## src/rtl/compound_accumulator.sv

```systemverilog
// Load/accumulate register with a blocking read-response port; optional signed
// saturation on accumulate when COMPOUND_ACC_SAT_EN is defined.
module compound_accumulator #(
    parameter int CNT_W = 8
) (
    input  logic             clk,
    input  logic             rst,
    input  logic [33:0]      b_in,
    input  logic             b_in_sync,
    output logic             b_in_notify,
    output logic [33:0]      b_out,
    input  logic             b_out_sync,
    output logic             b_out_notify,
    output logic [CNT_W-1:0] count_o
);

    typedef enum logic {
        RD   = 1'b0,
        SEND = 1'b1
    } section_t;

    section_t         state_q, state_d;
    logic [31:0]      acc_q, acc_d;
    logic             ovf_q, ovf_d;
    logic [CNT_W-1:0] count_q, count_d;
    logic             clr_q, clr_d;
    logic [33:0]      b_out_q, b_out_d;
    logic             b_in_notify_q, b_in_notify_d;
    logic             b_out_notify_q, b_out_notify_d;

    logic             in_mode;
    logic [31:0]      in_x;
    logic             in_y;
    logic [31:0]      sum;
    logic             ovf_det;
    logic [31:0]      add_res;
    logic [CNT_W-1:0] count_inc;

    assign in_mode = b_in[33];
    assign in_x    = b_in[32:1];
    assign in_y    = b_in[0];

    // Signed overflow: operands agree in sign, result does not.
    assign sum     = acc_q + in_x;
    assign ovf_det = (acc_q[31] == in_x[31]) && (sum[31] != acc_q[31]);

`ifdef COMPOUND_ACC_SAT_EN
    always_comb begin
        add_res = sum;
        if (ovf_det) begin
            add_res = acc_q[31] ? 32'h8000_0000 : 32'h7FFF_FFFF;
        end
    end
`else
    assign add_res = sum;
`endif

    assign count_inc = (count_q == {CNT_W{1'b1}}) ? count_q : count_q + 1'b1;

    always_comb begin
        state_d        = state_q;
        acc_d          = acc_q;
        ovf_d          = ovf_q;
        count_d        = count_q;
        clr_d          = clr_q;
        b_out_d        = b_out_q;
        b_in_notify_d  = b_in_notify_q;
        b_out_notify_d = b_out_notify_q;
        case (state_q)
            RD: begin
                if (b_in_sync) begin
                    if (in_mode) begin
                        count_d = count_inc;
                        if (in_y) begin
                            acc_d = add_res;
                            ovf_d = ovf_q | ovf_det;
                        end else begin
                            acc_d = in_x;
                        end
                    end else begin
                        clr_d          = in_y;
                        b_out_d        = {1'b0, acc_q, ovf_q};
                        b_in_notify_d  = 1'b0;
                        b_out_notify_d = 1'b1;
                        state_d        = SEND;
                    end
                end
            end
            SEND: begin
                if (b_out_sync) begin
                    b_out_notify_d = 1'b0;
                    b_in_notify_d  = 1'b1;
                    state_d        = RD;
                    if (clr_q) begin
                        acc_d   = '0;
                        ovf_d   = 1'b0;
                        count_d = '0;
                    end
                end
            end
            default: state_d = RD;
        endcase
    end

    always_ff @(posedge clk or posedge rst) begin
        if (rst) begin
            state_q        <= RD;
            acc_q          <= '0;
            ovf_q          <= 1'b0;
            count_q        <= '0;
            clr_q          <= 1'b0;
            b_out_q        <= '0;
            b_in_notify_q  <= 1'b1;
            b_out_notify_q <= 1'b0;
        end else begin
            state_q        <= state_d;
            acc_q          <= acc_d;
            ovf_q          <= ovf_d;
            count_q        <= count_d;
            clr_q          <= clr_d;
            b_out_q        <= b_out_d;
            b_in_notify_q  <= b_in_notify_d;
            b_out_notify_q <= b_out_notify_d;
        end
    end

    assign b_in_notify  = b_in_notify_q;
    assign b_out_notify = b_out_notify_q;
    assign b_out        = b_out_q;
    assign count_o      = count_q;

endmodule

```

## config.mk

```make
export PLATFORM = sky130hd
export DESIGN_NAME = compound_accumulator
export DESIGN_NICKNAME = d
export VERILOG_FILES = /design/src/rtl/compound_accumulator.sv
export SDC_FILE = /design/constraint.sdc
export NUM_CORES = 1
export LEC_CHECK = 0
export CAP_MARGIN = 20
export CORE_UTILIZATION = 27
export DETAILED_ROUTE_END_ITERATION = 7
export GPL_ROUTABILITY_DRIVEN = 0
export GPL_TIMING_DRIVEN = 0
export HOLD_SLACK_MARGIN = 0.03
export PLACE_DENSITY = 0.49
export SETUP_SLACK_MARGIN = 0.15
export SLEW_MARGIN = 10
export SYNTH_ARGS = -nofsm -noshare
export SYNTH_HDL_FRONTEND = slang
export SYNTH_SLANG_ARGS = --single-unit
```

## constraint.sdc

```tcl
create_clock -name clk -period 4.65 [get_ports clk]
set_input_delay 0.6975 -clock clk [delete_from_list [all_inputs] [get_ports clk]]
set_output_delay 0.6975 -clock clk [all_outputs]
set_load 0.03 [all_outputs]
```

Word-level counts from Yosys, hierarchy flattened
Index checks and enable logic that the tools add are counted.

word-level totals
  register bits = 78
  bits of input ports = 38
  output and inout port bits = 44
  logic and storage cells = 59

operators by class
  $add $sub $neg = 2
  eq/ne operators = 10
  mux-type cells = 30
  bitwise operators = 3
  reductions and logical operators = 6

operator list
  cell                                                   count
  2-to-1 mux 32 bit                                      5
  one-hot mux 32 bit (2 select lines)                    1
  2-to-1 mux 8 bit                                       5
  adder 32 bit                                           1
  one-hot mux 8 bit (2 select lines)                     1
  2-to-1 mux 1 bit                                       14
  inequality test 2 bit, second input constant           6
  AND reduction 5 bit                                    2
  adder 8 x 1 -> 8 bit, second input constant            1
  equality test 8 bit, second input constant             1
  one-hot mux 1 bit (2 select lines)                     4
  AND reduction 3 bit                                    2
  AND reduction 4 bit                                    1
  inequality test 2 x 1 -> 1 bit, second input constant  1
  NOT 1 bit                                              2
  equality test 1 bit                                    1
  logical AND 1 bit                                      1
  inequality test 1 bit                                  1
  OR 1 bit                                               1

Longest topological paths before layout
  depth after elaboration = 8
  depth in mapped cells = 11
  gate-level depth less buffers = 11

Least setup slack after synthesis
Ideal clock, no wire load.

  path kind = input port to flip-flop
  start point = input port b_in[1]
  end point = register acc_q[28]
  library setup time = 0.077 ns
  arrival time = 2.687 ns
  required time = 4.573 ns
  slack = 1.886 ns
  cell stages on the path = 11
  buffers on the path = 0
  cells stage by stage = ha_1 inv_1 fa_1 nand2b_1 a21oi_1 o21ai_2 a21oi_1 o21bai_1 a31oi_1 mux2_1 o21ai_1

on the way
  longest elaborated chain between the ends = 5

ends and longest elaborated chain
  element                              RTL line  RTL
  from (decl)                          8         input logic [33:0] b_in,
  adder 32 bit                         44        assign sum = acc_q + in_x;
  2-to-1 mux 32 bit                    74        if (in_y) begin
  2-to-1 mux 32 bit                    72        if (in_mode) begin
  2-to-1 mux 32 bit                    71        if (b_in_sync) begin
  one-hot mux 32 bit (2 select lines)  69        case (state_q)
  to (signal assigned)                 108       acc_q <= '0;
  to (signal assigned)                 117       acc_q <= acc_d;
  to (decl)                            23        logic [31:0] acc_q, acc_d;

Every way passes these cells. The select of a mux whose other input is x is not followed.
A chain may end at the register's enable or synchronous reset.

Worst setup path after layout
Same ends and word-level chain as after synthesis.

==> reports/qor.txt <==
Core area -> 18,800 µm²
FMAX -> 297 MHz
Worst Max-Slew Pin Slew -> 1.03 ns
EDFF count, synth -> 0
Unrepaired setup endpoints after global routing -> no
Clock power share -> 19.7%
DR iter-0 viols -> 236
NumNets Final -> 699
Die Wd -> 141 µm
Logic pwr share -> 52.8%
Final Max Tran Viols -> 0
CP endpoint kind -> register
Switch Pwr -> 1670 µW
Skew final -> 0.00694 ns
Fin crit period -> 3.36 ns
Post-synth top area cell -> dfrtp_1
Detailed Place HPWL -> 10,600 µm
Area growth syn-to-layout -> 28.3%
CTS tree -> built
Skew-Pair Late Insertion Delay -> 0.34 ns
# diodes -> 0
Status -> finished, final reports clean
Internal power -> 2450 µW
Core Util, Final -> 35.7%
CP Launch Type -> primary input
Post-CTS Hold Fix Bufs -> 0
I/O Pins -> 82
CP top delay family -> compound AO/OA/AOI/OAI gates
Synth top area share -> 36.8%
Die area -> 20,000 µm²
Grt ovf -> 0
Routed wire length -> 14,000 µm
Vias -> 4,380
#FFs+latches synth -> 78
DR WL/cell -> 15.7 µm
Critical path fanouts, max -> 3
Sequential Power Share -> 27.5%
Largest net degree at the start of global routing -> 49
Ys async rst share -> 100%
Row count -> 50
Post-synth top flop -> dfrtp_1
Port Buffers -> 79
Vias/cell -> 4.91
Mapped Area -> 5240 µm²
Initial Util -> 27.8%
YS warnings -> 0
Setup repair bufs after CTS -> 0
Slew headroom -> 31.0%
Tot Pwr -> 4120 µW
Sw Ratio -> 40.6%
Clk root buf -> clkbuf_16
Avg Cell Area, Syn -> 9.76 µm²
Arrival time worst endpoint -> 3.63 ns
CTS max path bufs -> 2
Filler cell count -> 1,910
Buf/Inv on CP -> 2
Hold slack -> 0.485 ns
Critical path cell sequence -> clkdlybuf4s50_1, ha_1, inv_1, fa_1, nand2b_1, a21oi_1, o21ai_2, a21oi_1, o21bai_1, a31oi_1, mux2_1, o21ai_1
Vias in the first global route -> 4,423
Crit share post-route -> 72.3%
Top cells by count, synth -> dfrtp_1 (77), nand2_1 (41), o21ai_0 (38)
Detailed Routing Iterations Pass 1 -> 4
GRT Resource Usage Total -> 15.0%
Most frequent cell after synthesis -> dfrtp_1
Hold Path Class -> reg2reg
Share of layout cells above drive strength 1 -> 15.2%
Pwr Density -> 613 nW/µm²
Clock-pin slew on the worst setup and hold paths -> 0.06 ns
Die H -> 141 µm
Net count after synthesis -> 608
Setup TNS -> 0 ns
Cell mode on critical path -> a21oi_1
Synth Instances -> 537
Remaining antenna violation count -> 0
DRC Markers -> 0
Initial antenna violation count -> 0
CTS sink cnt -> 78
H-Tree Depth -> 3
Synth top area cells -> dfrtp_1 (37%), ha_1 (7.6%), mux2_2 (7.3%), o21ai_0 (3.6%), a21oi_1 (3.4%)
Crit path kind -> in2reg
Setup violators final -> 0
Critical path's slowest cell -> clkdlybuf4s50_1
Post-synth cell types -> 78
Post-cts gate resize count -> 0
Maximum VDD drop -> 190 µV
Slowest stage delay, CP -> 0.49 ns
Max Cap Viol -> 0
Sequential-to-total area share from yosys stat -> 37.3%
Leak -> 0.00292 µW
First-pass GRT wire length -> 23,200 µm
Number of CTS-inserted buffers -> 9
Final Hold Fails -> 0
Critical Path RT -> 4.92 ns
-- layer usage --
metal	wire, µm	global-route usage, %
met5	0	0
met3	571	3.14
met2	6400	24.1
met1	6870	20.4
met4	176	4.00
-- final cells by class --
| cell class | instances | area, µm² | share of cell area [%] |
|---|---|---|---|
| Multi-Input combinational cell | 411 | 3050 | 45.4 |
| Sequential cell | 78 | 1950 | 29.1 |
| Timing Repair Buffer | 80 | 818 | 12.2 |
| Tap cell | 260 | 325 | 4.84 |
| Clock buffer | 11 | 243 | 3.61 |
| Buffer | 29 | 165 | 2.46 |
| Clock inverter | 4 | 95.1 | 1.41 |
| Inverter | 19 | 73.8 | 1.10 |
-- worst register-to-register path, stage by stage, from the launching register on --
cell and delay, ns:
dfrtp_1 0.37, ha_1 0.22, inv_1 0.07, fa_1 0.39, nand2b_1 0.17, a21oi_1 0.31
o21ai_2 0.16, a21oi_1 0.29, o21bai_1 0.14, a31oi_1 0.22, mux2_1 0.35, o21ai_1 0.11
-- flip-flops by register name, indices dropped and copies added, names as in the netlist --
signal	flops
b_out_notify	1
count_o	8
b_out	33
clr_q	1
b_in_notify	1
state_q	1
acc_q	32
ovf_q	1
-- cell families (layout without fill, tap and decap cells) --
logic type	after synthesis	count (layout)	share of synthesized area (%)
AOI/OAI and AO/OA	171	171	22.2
and+or+nand+nor	128	128	12.8
DFF	78	78	37.3
muxes	50	50	10.4
buffers and inverters	48	143	4.51
adders and majority gates	33	33	8.02
xor gates and xnor gates	28	28	4.68
other	1	1	0.0716
-- final timing paths --
check | from | endpoint | slack [ns] | cells past startpoint
hold / removal | b_in_notify$_DFFE_PP1P_ | b_in_notify$_DFFE_PP1P_ | 0.48 | 2
hold reg to reg | b_in_notify$_DFFE_PP1P_ | b_in_notify$_DFFE_PP1P_ | 0.48 | 2
setup reg to reg | acc_q[0]$_DFFE_PP0P_ | acc_q[28]$_DFFE_PP0P_ | 1.77 | 11
max in group asynchronous | rst | acc_q[18]$_DFFE_PP0P_ | 3.36 | 3
min in group asynchronous | rst | b_out_notify$_DFFE_PP0P_ | 0.71 | 2
setup / recovery | b_in[1] | acc_q[28]$_DFFE_PP0P_ | 1.29 | 12
-- through the flow --
stage / cell area, µm² / setup WS [ns] / instances
final: 6720 / 1.29 / 892
after global placement: 6350 / 0.463 / 876
after detailed placement: 6380 / 0.954 / 877
after global routing: 6720 / 1.08 / 892
after floorplan: 5240 / 1.89 / 537
after CTS: 6720 / 1.30 / 892
-- power by group through the flow --
stage | clock (µW) | combinational (µW) | sequential (µW)
floorplan | 0 | 1270 | 1390
global placement | 0 | 2160 | 1140
detailed placement | 0 | 2170 | 1150
CTS | 834 | 2190 | 1140
global route | 862 | 2400 | 1170
finish | 813 | 2170 | 1130
-- cell usage in the layout, fill, tap and decap left out, types with 15 or more instances in the layout --
cell / n
xnor2_1: 15
inv_1: 17
mux2_2: 34
clkdlybuf4s50_1: 79
nor2_1: 22
mux2i_1: 15
a21oi_1: 36
a21o_1: 16
o21ai_0: 38
nand2_1: 41
ha_1: 32
dfrtp_1: 77
Power figures use the tool's default switching activity.
